[config.mk]
export PLATFORM = sky130hd
export DESIGN_NAME = mem_arbiter_flat
export DESIGN_NICKNAME = d
export VERILOG_FILES = /design/src/rtl/mem_arbiter_pkg.sv /design/src/rtl/mem_arbiter_if.sv /design/src/rtl/mem_byte_seq.sv /design/src/rtl/mem_arbiter.sv /design/src/flat_wrapper.sv
export SDC_FILE = /design/constraint.sdc
export NUM_CORES = 1
export LEC_CHECK = 0
export ABC_AREA = 1
export CAP_MARGIN = 20
export CORE_MARGIN = 4
export CORE_UTILIZATION = 42
export DETAILED_ROUTE_END_ITERATION = 7
export GPL_TIMING_DRIVEN = 0
export MAX_ROUTING_LAYER = met4
export PLACE_DENSITY = 0.84
export REMOVE_ABC_BUFFERS = 1
export SLEW_MARGIN = 20
export SYNTH_ARGS = -nofsm -noshare
export SYNTH_HDL_FRONTEND = slang
export SYNTH_SLANG_ARGS = --single-unit
[constraint.sdc]
create_clock -name clk -period 3.15 [get_ports clk]
set_clock_uncertainty 0.1 [all_clocks]
set_input_delay 0.63 -clock clk [delete_from_list [all_inputs] [get_ports clk]]
set_output_delay 0.63 -clock clk [all_outputs]
set_load 0.01 [all_outputs]
[src/rtl/mem_arbiter_pkg.sv]
// Shared types and constants for the byte-wide RAM arbiter.
package mem_arbiter_pkg;

    typedef enum logic [2:0] {
        ST_IDLE,
        ST_IF_RD,
        ST_MEM_RD,
        ST_MEM_WR,
        ST_DONE
    } arb_state_t;

    // Who owns the current transaction; decides which done/data port pulses.
    typedef enum logic [1:0] {
        OWN_IF,
        OWN_MEM_RD,
        OWN_MEM_WR
    } arb_owner_t;

    localparam logic [2:0]  MEM_LEN_BYTE = 3'd1;
    localparam logic [2:0]  MEM_LEN_HALF = 3'd2;
    localparam logic [2:0]  MEM_LEN_WORD = 3'd4;
    localparam logic [31:0] ZERO_WORD    = 32'h0000_0000;

    // Only byte, half and word transfers exist; any other encoding is a word.
    function automatic logic [2:0] decode_len(input logic [2:0] len);
        case (len)
            MEM_LEN_BYTE: decode_len = MEM_LEN_BYTE;
            MEM_LEN_HALF: decode_len = MEM_LEN_HALF;
            default:      decode_len = MEM_LEN_WORD;
        endcase
    endfunction

endpackage

[src/rtl/mem_arbiter_if.sv]
// Requester, flush and RAM-port signals of the arbiter, bundled as one interface.
// slave is the arbiter's view; master is the view of the pipeline and RAM around it.
interface mem_arbiter_if #(
    parameter int ADDR_W = 32,
    parameter int RAM_AW = 17
);
    logic              flush_i;
    logic              if_req_i;
    logic [ADDR_W-1:0] if_addr_i;
    logic [31:0]       if_inst_o;
    logic              if_done_o;
    logic              if_stall_req_o;
    logic              mem_req_i;
    logic              mem_we_i;
    logic [2:0]        mem_len_i;
    logic [ADDR_W-1:0] mem_addr_i;
    logic [31:0]       mem_wdata_i;
    logic [31:0]       mem_rdata_o;
    logic              mem_done_o;
    logic              mem_stall_req_o;
    logic [RAM_AW-1:0] ram_addr_o;
    logic [7:0]        ram_dout_o;
    logic              ram_wr_o;
    logic [7:0]        ram_din_i;

    modport slave (
        input  flush_i, if_req_i, if_addr_i,
        input  mem_req_i, mem_we_i, mem_len_i, mem_addr_i, mem_wdata_i,
        input  ram_din_i,
        output if_inst_o, if_done_o, if_stall_req_o,
        output mem_rdata_o, mem_done_o, mem_stall_req_o,
        output ram_addr_o, ram_dout_o, ram_wr_o
    );

    modport master (
        output flush_i, if_req_i, if_addr_i,
        output mem_req_i, mem_we_i, mem_len_i, mem_addr_i, mem_wdata_i,
        output ram_din_i,
        input  if_inst_o, if_done_o, if_stall_req_o,
        input  mem_rdata_o, mem_done_o, mem_stall_req_o,
        input  ram_addr_o, ram_dout_o, ram_wr_o
    );

endinterface

[src/rtl/mem_byte_seq.sv]
// Byte sequencer: counts bytes of a transaction, forms the RAM address,
// assembles read bytes little-endian and selects the outgoing store byte.
module mem_byte_seq #(
    parameter int RAM_AW = 17
) (
    input  logic              clk,
    input  logic              rst,
    input  logic              load,
    input  logic [2:0]        load_len,
    input  logic [RAM_AW-1:0] load_addr,
    input  logic [31:0]       load_word,
    input  logic              advance,
    input  logic              capture,
    input  logic [7:0]        din,
    output logic [2:0]        cnt,
    output logic [2:0]        len,
    output logic [RAM_AW-1:0] addr,
    output logic [7:0]        wbyte,
    output logic [31:0]       word
);

    logic [RAM_AW-1:0] base;
    logic [1:0]        cap_idx;

    // Byte counter restarts on every grant and steps once per transfer cycle.
    always_ff @(posedge clk) begin
        if (rst) begin
            cnt <= 3'd0;
        end else if (load) begin
            cnt <= 3'd0;
        end else if (advance) begin
            cnt <= cnt + 3'd1;
        end
    end

    // Base address and byte count are latched once at grant.
    always_ff @(posedge clk) begin
        if (load) begin
            base <= load_addr;
            len  <= load_len;
        end
    end

    // Word register: store data at grant (zero for reads), then read bytes
    // land one cycle behind their address, hence the cnt-1 slot.
    always_ff @(posedge clk) begin
        if (load) begin
            word <= load_word;
        end else if (capture) begin
            word[{cap_idx, 3'b000} +: 8] <= din;
        end
    end

    assign cap_idx = cnt[1:0] - 2'd1;
    // RAM_AW-bit addition wraps the address at the top of the RAM.
    assign addr    = base + RAM_AW'(cnt);
    assign wbyte   = word[{cnt[1:0], 3'b000} +: 8];

endmodule

[src/rtl/mem_arbiter.sv]
// Arbitrates the byte-wide RAM port between instruction fetch and the
// load/store unit; MEM wins ties, transactions run to completion unless an
// IF fetch is flushed or the block is reset.
module mem_arbiter
    import mem_arbiter_pkg::*;
#(
    parameter int ADDR_W = 32,
    parameter int RAM_AW = 17
) (
    input  logic         clk,
    input  logic         rst,
    mem_arbiter_if.slave bus
);

    arb_state_t        state;
    arb_owner_t        owner;
    logic              grant_mem;
    logic              grant_if;
    logic              load;
    logic              rd_state;
    logic              advance;
    logic              capture;
    logic              issue;
    logic              if_done;
    logic              mem_done;
    logic              ram_wr;
    logic [2:0]        load_len;
    logic [RAM_AW-1:0] load_addr;
    logic [31:0]       load_word;
    logic [2:0]        cnt;
    logic [2:0]        len;
    logic [RAM_AW-1:0] seq_addr;
    logic [7:0]        wbyte;
    logic [31:0]       word;
    logic              unused_addr_hi;

    // Grants happen only in IDLE; a flush that cycle suppresses an IF grant only.
    assign grant_mem = (state == ST_IDLE) && bus.mem_req_i;
    assign grant_if  = (state == ST_IDLE) && !bus.mem_req_i && bus.if_req_i && !bus.flush_i;
    assign load      = grant_mem || grant_if;
    assign load_len  = grant_mem ? decode_len(bus.mem_len_i) : MEM_LEN_WORD;
    assign load_addr = grant_mem ? bus.mem_addr_i[RAM_AW-1:0] : bus.if_addr_i[RAM_AW-1:0];
    assign load_word = (grant_mem && bus.mem_we_i) ? bus.mem_wdata_i : ZERO_WORD;

    // Reads spend one extra cycle after the last address collecting the final byte.
    assign rd_state  = (state == ST_IF_RD) || (state == ST_MEM_RD);
    assign advance   = rd_state || (state == ST_MEM_WR);
    assign capture   = rd_state && (cnt != 3'd0);
    assign issue     = (rd_state && (cnt < len)) || (state == ST_MEM_WR);

    assign unused_addr_hi = ^{bus.if_addr_i[ADDR_W-1:RAM_AW], bus.mem_addr_i[ADDR_W-1:RAM_AW]};

    mem_byte_seq #(
        .RAM_AW (RAM_AW)
    ) u_seq (
        .clk       (clk),
        .rst       (rst),
        .load      (load),
        .load_len  (load_len),
        .load_addr (load_addr),
        .load_word (load_word),
        .advance   (advance),
        .capture   (capture),
        .din       (bus.ram_din_i),
        .cnt       (cnt),
        .len       (len),
        .addr      (seq_addr),
        .wbyte     (wbyte),
        .word      (word)
    );

    // Transaction FSM: grant, byte issue/collect, one-cycle DONE, back to IDLE.
    always_ff @(posedge clk) begin
        if (rst) begin
            state <= ST_IDLE;
            owner <= OWN_IF;
        end else begin
            case (state)
                ST_IDLE: begin
                    if (grant_mem) begin
                        state <= bus.mem_we_i ? ST_MEM_WR : ST_MEM_RD;
                        owner <= bus.mem_we_i ? OWN_MEM_WR : OWN_MEM_RD;
                    end else if (grant_if) begin
                        state <= ST_IF_RD;
                        owner <= OWN_IF;
                    end
                end
                ST_IF_RD: begin
                    if (bus.flush_i) begin
                        state <= ST_IDLE;
                    end else if (cnt == len) begin
                        state <= ST_DONE;
                    end
                end
                ST_MEM_RD: begin
                    if (cnt == len) begin
                        state <= ST_DONE;
                    end
                end
                ST_MEM_WR: begin
                    if (cnt == len - 3'd1) begin
                        state <= ST_DONE;
                    end
                end
                ST_DONE: begin
                    state <= ST_IDLE;
                end
                default: begin
                    state <= ST_IDLE;
                end
            endcase
        end
    end

    assign ram_wr   = (state == ST_MEM_WR);
    assign if_done  = (state == ST_DONE) && (owner == OWN_IF);
    assign mem_done = (state == ST_DONE) && (owner != OWN_IF);

    assign bus.ram_addr_o      = issue ? seq_addr : '0;
    assign bus.ram_wr_o        = ram_wr;
    assign bus.ram_dout_o      = ram_wr ? wbyte : 8'h00;
    assign bus.if_done_o       = if_done;
    assign bus.mem_done_o      = mem_done;
    assign bus.if_inst_o       = if_done ? word : ZERO_WORD;
    assign bus.mem_rdata_o     = (mem_done && (owner == OWN_MEM_RD)) ? word : ZERO_WORD;
    assign bus.if_stall_req_o  = bus.if_req_i && !if_done;
    assign bus.mem_stall_req_o = bus.mem_req_i && !mem_done;

endmodule

[src/flat_wrapper.sv]
// flat-port wrapper written by rule: the top's interface ports become plain ports
module mem_arbiter_flat import mem_arbiter_pkg::*;
#(
    parameter int ADDR_W = 32,
    parameter int RAM_AW = 17
)
  (clk, rst, bus_flush_i, bus_if_req_i, bus_if_addr_i, bus_mem_req_i, bus_mem_we_i, bus_mem_len_i, bus_mem_addr_i, bus_mem_wdata_i, bus_ram_din_i, bus_if_inst_o, bus_if_done_o, bus_if_stall_req_o, bus_mem_rdata_o, bus_mem_done_o, bus_mem_stall_req_o, bus_ram_addr_o, bus_ram_dout_o, bus_ram_wr_o);
  mem_arbiter_if #(.ADDR_W(ADDR_W), .RAM_AW(RAM_AW)) bus_i ();
  input  logic clk;
  input  logic rst;
  input wire logic [$bits(bus_i.flush_i)-1:0] bus_flush_i;
  input wire logic [$bits(bus_i.if_req_i)-1:0] bus_if_req_i;
  input wire logic [$bits(bus_i.if_addr_i)-1:0] bus_if_addr_i;
  input wire logic [$bits(bus_i.mem_req_i)-1:0] bus_mem_req_i;
  input wire logic [$bits(bus_i.mem_we_i)-1:0] bus_mem_we_i;
  input wire logic [$bits(bus_i.mem_len_i)-1:0] bus_mem_len_i;
  input wire logic [$bits(bus_i.mem_addr_i)-1:0] bus_mem_addr_i;
  input wire logic [$bits(bus_i.mem_wdata_i)-1:0] bus_mem_wdata_i;
  input wire logic [$bits(bus_i.ram_din_i)-1:0] bus_ram_din_i;
  output wire logic [$bits(bus_i.if_inst_o)-1:0] bus_if_inst_o;
  output wire logic [$bits(bus_i.if_done_o)-1:0] bus_if_done_o;
  output wire logic [$bits(bus_i.if_stall_req_o)-1:0] bus_if_stall_req_o;
  output wire logic [$bits(bus_i.mem_rdata_o)-1:0] bus_mem_rdata_o;
  output wire logic [$bits(bus_i.mem_done_o)-1:0] bus_mem_done_o;
  output wire logic [$bits(bus_i.mem_stall_req_o)-1:0] bus_mem_stall_req_o;
  output wire logic [$bits(bus_i.ram_addr_o)-1:0] bus_ram_addr_o;
  output wire logic [$bits(bus_i.ram_dout_o)-1:0] bus_ram_dout_o;
  output wire logic [$bits(bus_i.ram_wr_o)-1:0] bus_ram_wr_o;
  assign bus_i.flush_i = bus_flush_i;
  assign bus_i.if_req_i = bus_if_req_i;
  assign bus_i.if_addr_i = bus_if_addr_i;
  assign bus_i.mem_req_i = bus_mem_req_i;
  assign bus_i.mem_we_i = bus_mem_we_i;
  assign bus_i.mem_len_i = bus_mem_len_i;
  assign bus_i.mem_addr_i = bus_mem_addr_i;
  assign bus_i.mem_wdata_i = bus_mem_wdata_i;
  assign bus_i.ram_din_i = bus_ram_din_i;
  assign bus_if_inst_o = bus_i.if_inst_o;
  assign bus_if_done_o = bus_i.if_done_o;
  assign bus_if_stall_req_o = bus_i.if_stall_req_o;
  assign bus_mem_rdata_o = bus_i.mem_rdata_o;
  assign bus_mem_done_o = bus_i.mem_done_o;
  assign bus_mem_stall_req_o = bus_i.mem_stall_req_o;
  assign bus_ram_addr_o = bus_i.ram_addr_o;
  assign bus_ram_dout_o = bus_i.ram_dout_o;
  assign bus_ram_wr_o = bus_i.ram_wr_o;
  mem_arbiter #(.ADDR_W(ADDR_W), .RAM_AW(RAM_AW)) u_core (.clk(clk), .rst(rst), .bus(bus_i));
endmodule
==> results.txt <==
The final cell area excluding filler cells came out at 6401 sq um. The count of hold-fix buffers inserted at cts is 0. The time the worst path needs with I/O delays and setup is 3.120 ns. The growth of design area from synthesis to finish is 49.50%.

The number of max-slew violations in the final report came out at 0. Each instance of the synthesized netlist takes up on average 7.306 sq um. The portion of the clock cycle consumed by the worst path in the final layout is 99.04%. The worst register-to-register path begins at u_core.u_seq.cnt[0]$_SDFFE_PP0P_.

Buffers placed on the I/O ports in this run total 176. The highest net fanout along the worst path is 4. The data arrival at the endpoint of the critical path came out at 2.39 ns. The first detailed-routing pass ran for 5 iterations. The H-tree depth reported by CTS came out at 3. The number of warnings issued by yosys is 0.

For the pin with the worst max-slew slack, the measured transition is 0.9340 ns. The die covers 11870 sq um. From left edge to right edge, the die measures 109.0 microns. Summed over all layers, the routed wires come to 15270 microns.

Clock latency on the worst-skew pair, taken at its later pin, is 0.34 ns. The highest attainable clock frequency came out at 320.5 MHz. The TritonCTS clock tree is done. Among all flip-flop cells after synthesis, the most frequent one is sky130_fd_sc_hd__edfxtp_1. Setup slack closes at 0.03032 ns.

After technology mapping, the gate count stands at 586. Adding up every negative setup slack in the final design gives 0 ns. Sequential cells were found to cover 40.21% of the synthesized design area. Grouping stages by cell kind, the critical path spends the most delay in buffers and inverters. Detailed routing inserted a total of 4716 vias. STA classifies the critical path startpoint as a flip-flop. The number of global-route vias before repair is 4417.

The initial antenna violation count is 0. Entering global routing, the biggest net connects 55 pins. The starting DRC count in detailed routing is 455. Summing all flip-flop and latch instances after layout gives 1729 sq um.

Once the floorplan was initialized, standard cells occupied 43.40% of the core. Setup repair after global routing could not meet its margin everywhere. The detailed placement HPWL is 11400 microns. The required time of the critical path came out at 2.42 ns. In this run the clock root is driven by a sky130_fd_sc_hd__clkbuf_8. Counting both buffers and inverters, the worst setup path holds a total of 2. The share of the core filled with cells came out at 64.89%.

In the routed layout, each cell is associated on average with a via count of 5.240. In this run the static leakage power is 2.716 nW. The average wire length per cell after detail routing is 16.96 microns. The total global-route track usage is 25.56%.

The total number of nets in the final design is 888. The biggest area contributor in the post-synthesis netlist is sky130_fd_sc_hd__edfxtp_1. The proportion of netlist area held by the largest area contributor came out at 36.47%. The maximum buffer depth of the clock tree is 2. The post-synthesis async set-or-reset flop share came out at 0%.

Walking the worst path, the cells encountered are buf_4 > ha_1 > nand2_1 > nor2_1 > nor2_2 > nor2_2 > nand2_1 > xor2_1 > nor2_1 > clkdlybuf4s50_1. The floorplan core area is 9864 sq um. Among all stages on the critical path, the largest delay is contributed by sky130_fd_sc_hd__clkdlybuf4s50_1. The endpoint kind of the worst setup timing path is a primary output. The count of endpoints failing hold in the final timing report came out at 0. The start-to-end type of the worst setup path is reg -> out. For this run, the slowest stage of the critical path takes 0.53 ns. The TritonCTS buffer count is 9. The sum of overflow across all layers after global routing is 0.

The area of the mapped netlist is 4282 sq um. The worst-case setup slack after placement is -1.115 ns. The first-pass GRT wire length is 22500 microns.

In this run, synthesis inferred 52 flip-flops with an integrated enable. The vertical die dimension came out at 109.0 microns. After filler insertion, the fill cell instance count of the layout stands at 819. The start point of the critical path is u_core.u_seq.cnt[1]$_SDFFE_PP0P_. The top-level port count is 207. The number of synthesized register bits is 60.

Setup violations remaining at the end of the flow were counted as 0. The number of max-capacitance violations reported is 0. The remaining number of nets flagged by the antenna check after routing came out at 0. In this run the power density over the cells is 506.2 nW/um^2. The run finished with clean final reports. The share of final-layout standard cells stronger than drive strength 1 came out at 10.30%. The startpoint of the worst hold path is u_core.owner[1]$_SDFFE_PP0P_. The placed cell area is 6053 sq um. The number of remaining DRC errors came out at 0. The worst ir drop on vdd is 0.3369 mV. The placer's final routability congestion estimate came out at 0.9263. The number of standard-cell rows in the floorplan came out at 36.

The clock net in this run drives a total of 60 sinks. The number of different library cells used by synthesis comes to 37. Yosys attributes the largest share of cell area to sky130_fd_sc_hd__edfxtp_1 36%, sky130_fd_sc_hd__nand2_1 11%, sky130_fd_sc_hd__nor2_1 9.8%, sky130_fd_sc_hd__inv_1 6.5%, sky130_fd_sc_hd__nand3_1 5.5%. In this run the tightest slew margin relative to its limit is 37.32%. In this run the worst hold path is classified as reg -> reg. The area of the multi-input gates is 2161 sq um. The antenna diode instance count came out at 0.

The clock transition time at the flip-flop clock pins of the worst setup and hold paths came out at 0.06 ns.
final cells by class:
class                   instances  share of cell area, %
inverters                      82                  5.043
flip-flops and latches         60                  27.01
clock inverters                 6                 0.8600
well taps                     133                  2.600
multi-input cells             420                  33.76
clock buffers                  10                  1.994
repair buffers                189                  28.73
metrics by stage:
| stage | power, W | hold slack (ns) | instances |
|---|---|---|---|
| floorplan | 0.001924 | 0.3680 | 561 |
| global placement | 0.002433 | 0.3843 | 870 |
| detailed placement | 0.002480 | 0.3982 | 870 |
| CTS | 0.003182 | 0.4043 | 893 |
| global route | 0.003421 | 0.4448 | 900 |
| finish | 0.003240 | 0.4146 | 900 |
sequential cells by signal, summed over array words and instances, names as in the netlist:
signal / count
u_core.u_seq.word: 32
u_core.owner: 2
u_core.u_seq.cnt: 3
u_core.state: 3
u_core.u_seq.len: 3
u_core.u_seq.base: 17
per-layer routing:
metal	share of wire, %	track usage [%]	vias to the layer above
met5	0	-	-
met4	2.8	9.648	0
met3	8.4	3.612	34
met2	49	41.18	248
met1	40	32.72	2183
li1	-	-	2251
tightest hold or removal path, stage by stage (launching register included):
cell and delay [ns]:
sky130_fd_sc_hd__dfxtp_1 0.34, sky130_fd_sc_hd__nand2_1 0.07, sky130_fd_sc_hd__a21oi_1 0.05
repair_timing:
item,CTS,global route
gates cloned,0,1
gates resized for setup,33,21
setup endpoints to repair,113,52
buffers inserted,7,6
pin swaps,3,4
hold endpoints to repair,0,0
layout by cell type (no fill, tap or decap), types with 2 or more instances in the layout:
cell                                n
sky130_fd_sc_hd__nor3b_2            2
sky130_fd_sc_hd__clkbuf_2           4
sky130_fd_sc_hd__dfxtp_4            2
sky130_fd_sc_hd__nor3_1             7
sky130_fd_sc_hd__dlymetal6s2s_1     3
sky130_fd_sc_hd__xor2_1             5
sky130_fd_sc_hd__o21ai_1            7
sky130_fd_sc_hd__nand2_2            3
sky130_fd_sc_hd__nand2_4            3
sky130_fd_sc_hd__nor3_2             5
sky130_fd_sc_hd__clkinv_2           2
sky130_fd_sc_hd__a21oi_2            2
sky130_fd_sc_hd__o21ai_4            2
sky130_fd_sc_hd__clkbuf_8           9
sky130_fd_sc_hd__clkdlybuf4s50_1  162
sky130_fd_sc_hd__nand3_1           47
sky130_fd_sc_hd__dfxtp_1            6
sky130_fd_sc_hd__inv_2              5
sky130_fd_sc_hd__o21ai_2            2
sky130_fd_sc_hd__o31ai_2            6
sky130_fd_sc_hd__ha_1              12
sky130_fd_sc_hd__clkinv_1           2
sky130_fd_sc_hd__nor2_2             5
sky130_fd_sc_hd__nor2_1           109
sky130_fd_sc_hd__nand2_1          117
sky130_fd_sc_hd__buf_4             12
sky130_fd_sc_hd__inv_4              2
sky130_fd_sc_hd__inv_1             73
sky130_fd_sc_hd__clkinv_4           2
sky130_fd_sc_hd__a21oi_1           31
sky130_fd_sc_hd__edfxtp_1          52
sky130_fd_sc_hd__dlygate4sd2_1      4
sky130_fd_sc_hd__nand4_1            4
sky130_fd_sc_hd__buf_2              3
sky130_fd_sc_hd__o21ai_0           41
cells by family after synthesis:
logic type | after synthesis | synth area share (%)
compound gates | 93 | 12.71
xor+xnor | 5 | 1.023
fa+ha+maj | 13 | 3.974
buf+inv | 107 | 10.90
flops | 60 | 40.21
simple gates | 308 | 31.18
synthesized netlist by cell type, types with 2 or more instances:
cell type                  number
sky130_fd_sc_hd__a21oi_1       32
sky130_fd_sc_hd__buf_2         11
sky130_fd_sc_hd__buf_6          6
sky130_fd_sc_hd__clkbuf_1       7
sky130_fd_sc_hd__clkinv_1       2
sky130_fd_sc_hd__dfxtp_1        8
sky130_fd_sc_hd__edfxtp_1      52
sky130_fd_sc_hd__ha_1          12
sky130_fd_sc_hd__inv_1         74
sky130_fd_sc_hd__inv_2          5
sky130_fd_sc_hd__nand2_1      121
sky130_fd_sc_hd__nand2_4        2
sky130_fd_sc_hd__nand3_1       47
sky130_fd_sc_hd__nand4_1        4
sky130_fd_sc_hd__nor2_1       112
sky130_fd_sc_hd__nor2_2         2
sky130_fd_sc_hd__nor3_1         8
sky130_fd_sc_hd__nor3_2         5
sky130_fd_sc_hd__nor3b_1        2
sky130_fd_sc_hd__o21ai_0       46
sky130_fd_sc_hd__o21ai_1        3
sky130_fd_sc_hd__o31ai_2        6
sky130_fd_sc_hd__xor2_1         5
report_power, final:
group / leakage (nW) / switching, W / internal (W) / total, W
clock network: 0.0911 / 0.000309 / 0.000357 / 0.000666
logic: 2.05 / 0.000845 / 0.000498 / 0.00134
registers: 0.577 / 0.000123 / 0.00111 / 0.00123
final timing paths:
check | endpoint | slack (ns) | depth (start not counted)
max | bus_ram_addr_o[13] | 0.03 | 10
min | u_core.owner[1]$_SDFFE_PP0P_ | 0.41 | 2
max reg2reg | u_core.u_seq.word[5]$_DFFE_PP_ | 0.51 | 4
min reg2reg | u_core.owner[1]$_SDFFE_PP0P_ | 0.41 | 2
Power figures use the tool's default switching activity.
